--- src/rtl/fetch_pkg.sv ---
// Shared types and constants for the instruction fetch stage.
package fetch_pkg;

  localparam int XLEN_DEFAULT = 32;
  localparam int INSTR_W      = 32;
  localparam int INSTR_BYTES  = 4;

  typedef enum logic [1:0] {
    IDLE  = 2'd0,
    FETCH = 2'd1,
    DRAIN = 2'd2
  } fetch_state_e;

  typedef struct packed {
    logic [XLEN_DEFAULT-1:0] pc;
    logic [INSTR_W-1:0]      instr;
  } fetch_entry_t;

endpackage

--- src/rtl/fetch_fifo.sv ---
// Small synchronous FIFO with flush; head reads as zero when empty.
// Depth must be a power of two so the pointers wrap naturally.
module fetch_fifo #(
  parameter int DEPTH = 2,
  parameter int WIDTH = 32,
  localparam int AW = (DEPTH > 1) ? $clog2(DEPTH) : 1,
  localparam int CW = $clog2(DEPTH + 1)
) (
  input  logic             clk,
  input  logic             reset,
  input  logic             flush,
  input  logic             push,
  input  logic [WIDTH-1:0] push_data,
  input  logic             pop,
  output logic [WIDTH-1:0] head,
  output logic [CW-1:0]    count
);

  logic [WIDTH-1:0] mem_r [DEPTH];
  logic [AW-1:0]    wr_ptr_r;
  logic [AW-1:0]    rd_ptr_r;
  logic [CW-1:0]    count_r;
  logic             empty_s;
  logic             full_s;
  logic             do_pop_s;
  logic             do_push_s;

  // Handshake qualification: a push into a full FIFO is allowed only alongside a pop.
  always_comb begin
    empty_s   = (count_r == '0);
    full_s    = (count_r == CW'(DEPTH));
    do_pop_s  = pop && !empty_s;
    do_push_s = push && (!full_s || do_pop_s);
  end

  // Pointer and occupancy registers; flush discards every entry.
  always_ff @(posedge clk) begin
    if (reset || flush) begin
      wr_ptr_r <= '0;
      rd_ptr_r <= '0;
      count_r  <= '0;
    end else begin
      if (do_push_s) begin
        wr_ptr_r <= wr_ptr_r + 1'b1;
      end
      if (do_pop_s) begin
        rd_ptr_r <= rd_ptr_r + 1'b1;
      end
      case ({do_push_s, do_pop_s})
        2'b10:   count_r <= count_r + 1'b1;
        2'b01:   count_r <= count_r - 1'b1;
        default: count_r <= count_r;
      endcase
    end
  end

  // Entry storage; contents are masked at the head while empty, so no reset needed.
  always_ff @(posedge clk) begin
    if (do_push_s && !flush) begin
      mem_r[wr_ptr_r] <= push_data;
    end
  end

  // Head presentation.
  always_comb begin
    if (empty_s) begin
      head = '0;
    end else begin
      head = mem_r[rd_ptr_r];
    end
  end

  assign count = count_r;

endmodule

--- src/rtl/instr_fetch_unit.sv ---
// Fetch stage: owns the PC, issues credit-limited word fetches, buffers {pc, instr}
// for the core, and drains stale in-flight responses after a redirect.
module instr_fetch_unit #(
  parameter int              XLEN       = 32,
  parameter logic [XLEN-1:0] RESET_PC   = '0,
  parameter int              FIFO_DEPTH = 2
) (
  input  logic            clk,
  input  logic            reset,
  output logic            imem_req_valid,
  input  logic            imem_req_ready,
  output logic [XLEN-1:0] imem_req_addr,
  input  logic            imem_resp_valid,
  input  logic [31:0]     imem_resp_data,
  input  logic            redirect_valid,
  input  logic [XLEN-1:0] redirect_pc,
  output logic            if_valid,
  input  logic            if_ready,
  output logic [XLEN-1:0] if_pc,
  output logic [31:0]     if_instr
);

  import fetch_pkg::*;

  localparam int CW  = $clog2(FIFO_DEPTH + 1);
  localparam int CW1 = CW + 1;
  localparam int EW  = XLEN + INSTR_W;
  localparam logic [XLEN-1:0] OFF_MASK = XLEN'(INSTR_BYTES - 32'sd1);

  fetch_state_e    state_r;
  fetch_state_e    state_next_s;
  logic [XLEN-1:0] fetch_pc_r;
  logic [XLEN-1:0] fetch_pc_next_s;
  logic [XLEN-1:0] redirect_aligned_s;
  logic [CW-1:0]   drop_cnt_r;
  logic [CW-1:0]   drop_cnt_next_s;
  logic [CW-1:0]   drop_calc_s;
  logic [CW-1:0]   out_count_s;
  logic [CW-1:0]   pcq_count_s;
  logic [CW1-1:0]  credit_used_s;
  logic [EW-1:0]   out_head_s;
  logic [EW-1:0]   out_push_data_s;
  logic [XLEN-1:0] pcq_head_s;
  logic            fetching_s;
  logic            out_valid_s;
  logic            out_pop_s;
  logic            req_valid_s;
  logic            req_fire_s;
  logic            resp_accept_s;
  logic            pcq_push_s;

  // Datapath control. The PC queue holds exactly the live (non-stale) in-flight fetches,
  // so its count is the outstanding count while fetching. A pop in the current cycle
  // frees a slot immediately, which is what sustains one instruction per cycle.
  always_comb begin
    fetching_s         = (state_r == FETCH);
    out_valid_s        = (out_count_s != '0);
    out_pop_s          = out_valid_s && if_ready;
    credit_used_s      = CW1'(pcq_count_s) + CW1'(out_count_s) - CW1'(out_pop_s);
    req_valid_s        = fetching_s && (credit_used_s < CW1'(FIFO_DEPTH));
    req_fire_s         = req_valid_s && imem_req_ready;
    resp_accept_s      = fetching_s && imem_resp_valid && !redirect_valid;
    pcq_push_s         = req_fire_s && !redirect_valid;
    redirect_aligned_s = redirect_pc & ~OFF_MASK;
    drop_calc_s        = pcq_count_s + CW'(req_fire_s) - CW'(imem_resp_valid);
    out_push_data_s    = {pcq_head_s, imem_resp_data};
  end

  // Next-state, next fetch PC and stale-response counter.
  always_comb begin
    state_next_s    = state_r;
    fetch_pc_next_s = fetch_pc_r;
    drop_cnt_next_s = drop_cnt_r;
    case (state_r)
      IDLE: begin
        state_next_s = FETCH;
        if (redirect_valid) begin
          fetch_pc_next_s = redirect_aligned_s;
        end else begin
          fetch_pc_next_s = fetch_pc_r;
        end
      end
      FETCH: begin
        if (redirect_valid) begin
          fetch_pc_next_s = redirect_aligned_s;
          drop_cnt_next_s = drop_calc_s;
          if (drop_calc_s != '0) begin
            state_next_s = DRAIN;
          end else begin
            state_next_s = FETCH;
          end
        end else if (req_fire_s) begin
          fetch_pc_next_s = fetch_pc_r + XLEN'(INSTR_BYTES);
        end else begin
          fetch_pc_next_s = fetch_pc_r;
        end
      end
      DRAIN: begin
        if (redirect_valid) begin
          fetch_pc_next_s = redirect_aligned_s;
        end else begin
          fetch_pc_next_s = fetch_pc_r;
        end
        if (imem_resp_valid && (drop_cnt_r != '0)) begin
          drop_cnt_next_s = drop_cnt_r - 1'b1;
        end else begin
          drop_cnt_next_s = drop_cnt_r;
        end
        if (drop_cnt_next_s == '0) begin
          state_next_s = FETCH;
        end else begin
          state_next_s = DRAIN;
        end
      end
      default: begin
        state_next_s    = IDLE;
        fetch_pc_next_s = RESET_PC;
        drop_cnt_next_s = '0;
      end
    endcase
  end

  // Control state registers.
  always_ff @(posedge clk) begin
    if (reset) begin
      state_r    <= IDLE;
      fetch_pc_r <= RESET_PC;
      drop_cnt_r <= '0;
    end else begin
      state_r    <= state_next_s;
      fetch_pc_r <= fetch_pc_next_s;
      drop_cnt_r <= drop_cnt_next_s;
    end
  end

  fetch_fifo #(
    .DEPTH (FIFO_DEPTH),
    .WIDTH (EW)
  ) u_outbuf (
    .clk       (clk),
    .reset     (reset),
    .flush     (redirect_valid),
    .push      (resp_accept_s),
    .push_data (out_push_data_s),
    .pop       (out_pop_s),
    .head      (out_head_s),
    .count     (out_count_s)
  );

  fetch_fifo #(
    .DEPTH (FIFO_DEPTH),
    .WIDTH (XLEN)
  ) u_pcq (
    .clk       (clk),
    .reset     (reset),
    .flush     (redirect_valid),
    .push      (pcq_push_s),
    .push_data (fetch_pc_r),
    .pop       (resp_accept_s),
    .head      (pcq_head_s),
    .count     (pcq_count_s)
  );

  assign imem_req_valid = req_valid_s;
  assign imem_req_addr  = fetch_pc_r;
  assign if_valid       = out_valid_s;
  assign if_pc          = out_head_s[EW-1:INSTR_W];
  assign if_instr       = out_head_s[INSTR_W-1:0];

endmodule

--- config.mk ---
export PLATFORM = sky130hd
export DESIGN_NAME = instr_fetch_unit
export DESIGN_NICKNAME = d
export VERILOG_FILES = /design/src/rtl/fetch_pkg.sv /design/src/rtl/fetch_fifo.sv /design/src/rtl/instr_fetch_unit.sv
export SDC_FILE = /design/constraint.sdc
export NUM_CORES = 1
export LEC_CHECK = 0
export CELL_PAD_IN_SITES_DETAIL_PLACEMENT = 1
export CELL_PAD_IN_SITES_GLOBAL_PLACEMENT = 2
export CORE_ASPECT_RATIO = 1.75
export CORE_UTILIZATION = 30
export CTS_CLUSTER_DIAMETER = 150
export DETAILED_ROUTE_END_ITERATION = 6
export GPL_TIMING_DRIVEN = 0
export PLACE_DENSITY_LB_ADDON = 0.1
export RECOVER_POWER = 25
export SLEW_MARGIN = 20
export SYNTH_ARGS = -nofsm -noshare
export SYNTH_HDL_FRONTEND = slang
export SYNTH_SLANG_ARGS = --single-unit
--- constraint.sdc ---
create_clock -name clk -period 16.94 [get_ports clk]
set_clock_uncertainty 0.15 [all_clocks]
set_input_delay 4.235 -clock clk [delete_from_list [all_inputs] [get_ports clk]]
set_output_delay 4.235 -clock clk [all_outputs]
set_load 0.02 [all_outputs]
==> flow_metrics.env <==
export IMPL_timing_final_ws_setup_ps=5240
export IMPL_gr_usage_met2_pct=33.2
export IMPL_first_global_vias=7547
export IMPL_clock_latency_ps=520
export IMPL_grt_use_met1_pct=17.6
export IMPL_worst_pin_slew_ps=982
export IMPL_finalSetupTns_ps=0
export IMPL_path_buf_inv=2
export IMPL_cts_tree="yes"
export IMPL_fmax_mhz=85.5
export IMPL_nNetsFinal=1079
export IMPL_crit_type="in -> out"
export IMPL_synth_seq_cells=230
export IMPL_pwr_share_clk_pct=30.8
export IMPL_dominantRegCellSynth="edfxtp_1"
export IMPL_globalplace_congestion=0.829
export IMPL_critPathMaxFanout=6
export IMPL_wl_per_cell_um=20.4
export IMPL_diodes=0
export IMPL_layout_drive_gt1_share_pct=6.42
export IMPL_use_met3_pct=2.42
export IMPL_num_rows=88
export IMPL_cts_setup_buffers=0
export IMPL_synthTopCellsByArea="edfxtp_1 55%, mux2i_1 9.8%, dfxtp_1 8.7%"
export IMPL_coreArea_um2=33000
export IMPL_yosysSeqAreaShare_pct=63.9
export IMPL_synth_edf_count=186
export IMPL_grt_overflow_total=0
export IMPL_drt_pass1_iterations=4
export IMPL_fin_cells=1418
export IMPL_synth_top_area_share_pct=55.2
export IMPL_top_usage_layer="met2"
export IMPL_grt_first_pass_wirelength_um=44600
export IMPL_dieWidth_um=141
export IMPL_start_kind="input pin"
export IMPL_cts_path_max_buffers=3
export IMPL_drcViolationCount=0
export IMPL_viasPerCell=4.99
export IMPL_setup_viol=0
export IMPL_outcome="complete, no violations"
export IMPL_ios=168
export IMPL_power_switching_mw=0.508
export IMPL_clkSinkCount=230
export IMPL_hp_class="reg -> reg"
export IMPL_wl_um=29000
export IMPL_die_area_um2=34500
export IMPL_cp_arrival_ps=7320
export IMPL_ys_async_sr_fraction_pct=0
export IMPL_hpwl_um=21800
export IMPL_critPathMaxStageDelay_ps=640
export IMPL_start_util_pct=30.6
export IMPL_endpoint_kind="output pin"
export IMPL_cpLargestDelayFamily="buffers and inverters"
export IMPL_fin_crit_sh_pct=69.1
export IMPL_finalCriticalPeriod_ps=11700
export IMPL_crit_path_top_delay_cell="clkdlybuf4s50_1"
export IMPL_slew_viol_final=0
export IMPL_syn_to_final_growth_pct=30.0
export IMPL_ant_nets=0
export IMPL_syn_cell_area_um2=10100
export IMPL_hold_violations=0
export IMPL_drv_cap=0
export IMPL_grt_max_degree=41
export IMPL_cts_resized=0
export IMPL_cp_cell_sequence="clkdlybuf4s50_1 -> and2_1 -> ha_1 -> nand2b_1 -> fa_1 -> xor2_1 -> and3_1 -> clkdlybuf4s50_1"
export IMPL_gr_usage_all_layers_pct=17.0
export IMPL_io_buffers=163
export IMPL_cts_made_buffers=23
export IMPL_cts_root_buf="clkbuf_16"
export IMPL_power_density_nw_per_um2=123
export IMPL_fillers=3518
export IMPL_comb_power_share_pct=23.4
export IMPL_netlist_instances=801
export IMPL_synth_cell_types=68
export IMPL_vias=7074
export IMPL_yosysTopAreaCell="edfxtp_1"
export IMPL_fp_dieH_um=245
export IMPL_seq_power_share_pct=45.8
export IMPL_antenna_found_initial=0
export IMPL_syn_area_per_cell_um2=12.6
export IMPL_drt_iter0_markers=243
export IMPL_dpl_cell_count=1378
export IMPL_ctsHoldBuffers=0
export IMPL_power_internal_mw=1.11
export IMPL_switching_share_pct=31.4
export IMPL_clk_pin_slew_ps=70
export IMPL_p_leak_nw=4.22
export IMPL_crit_required_ps=12560
export IMPL_yosys_warnings=0
export IMPL_grt_setup_unrepaired="no"
export IMPL_worst_path_most_repeated_cell="clkdlybuf4s50_1"
export IMPL_pre_cts_slack_ps=5240
export IMPL_htreeDepth=1
export IMPL_slew_headroom_pct=34.1
export IMPL_peakVddDrop_v=0.0000756
-- worst register-to-register path, stage by stage, from the launching register on --
cell and delay, ps:
dfxtp_1 300, clkbuf_1 180, nor2_2 590, inv_2 110, and2_1 220, ha_1 270, nand2b_1 150, fa_1 530
and4bb_1 280, a211oi_1 760, buf_2 430, buf_6 240, a22oi_1 110, o22ai_1 210
-- layer usage --
layer,wire length [µm],part of all wire [%]
met1,10700,37
met2,15800,54
met3,1250,4.3
met4,1200,4.1
met5,0,0
-- metrics by stage --
step                      hold slack, ps  cell area, µm²  power [mW]  utilization [%]
after CTS                            335           13200        1.64             39.8
final                                326           13200        1.62             39.8
after global routing                 353           13200        1.69             39.8
after floorplan                      300           10100       0.936                -
after global placement               315           12300        1.13             37.1
after detailed placement             324           12400        1.13             37.7
-- path summary, 6_finish.rpt --
kind | end | cells after the start | start | slack, ps
min | drop_cnt_r[0] | 2 | drop_cnt_r[0] | 330
max reg2reg | imem_req_addr[24] | 13 | u_outbuf.count[1] | 12340
max | imem_req_valid | 8 | if_ready | 5240
min reg2reg | drop_cnt_r[0] | 2 | drop_cnt_r[0] | 330
-- layout make-up --
class / count / area, µm² / share of cell area [%]
clock inverters: 8 / 98.8 / 0.751
flip-flops and latches: 230 / 6470 / 49.2
inverters: 15 / 56.3 / 0.428
multi-input cells: 513 / 3420 / 26.0
clock buffers: 32 / 619 / 4.71
repair buffers: 169 / 1780 / 13.5
well taps: 405 / 507 / 3.85
plain buffers: 46 / 205 / 1.56
-- state kept, by name, indices dropped and copies added, names as in the netlist, named ones only --
| register | cells |
|---|---|
| u_pcq.rd_ptr_r | 1 |
| u_outbuf.mem_r | 126 |
| u_outbuf.rd_ptr_r | 1 |
| imem_req_addr | 30 |
| u_outbuf.wr_ptr_r | 1 |
| u_outbuf.count | 2 |
| u_pcq.mem_r | 60 |
| drop_cnt_r | 2 |
| u_pcq.wr_ptr_r | 1 |
| u_pcq.count | 2 |
| state_r | 2 |
-- synth_stat cells, types with 6 or more instances --
cell type and instances:
a21oi_1 26, a22oi_1 9, a31oi_1 15, and2_1 8, and3_1 8, buf_1 8
clkbuf_1 27, dfxtp_1 44, edfxtp_1 186, ha_1 10, inv_1 14, mux2i_1 99
nand2_1 38, nand2b_1 6, nand3_1 27, nand4_1 9, nor2_1 120, nor3_1 8
o21ai_0 15, o21ai_1 7, or3_1 8, xnor2_1 12, xor2_1 7
-- kinds of logic (layout without fill, tap and decap cells) --
kind of cell,after synthesis,count (layout),synth area share (%)
multiplexers,101,101,10.0
AND/OR/NAND/NOR,266,266,13.1
other,1,4,0.0371
AO/OA/AOI/OAI,112,112,7.25
flip-flops,230,230,63.9
XOR/XNOR,19,19,1.65
buffers and inverters,61,270,2.59
adder cells (fa/ha/maj),11,11,1.43
-- power groups by stage --
stage	clock, mW	sequential [mW]	combinational [mW]
after floorplan	0	0.753	0.183
after global placement	0	0.755	0.370
after detailed placement	0	0.754	0.381
after CTS	0.517	0.742	0.383
after global routing	0.537	0.749	0.405
final	0.498	0.740	0.378
-- layout by cell type, fill, tap and decap left out, drive strengths merged, types with 9 or more instances in the layout --
cell           netlist  routed
a21oi               26      26
a22oi                9       9
a31oi               15      15
buf                 19      25
clkbuf              27      59
clkdlybuf4s50        0     159
dfxtp               44      44
edfxtp             186     186
ha                  10      10
inv                 15      15
mux2i               99      99
nand2               38      38
nand3               27      27
nand4               10      10
nor2               120     120
nor3                 9       9
o21ai               22      22
xnor2               12      12
Power figures use the tool's default switching activity.
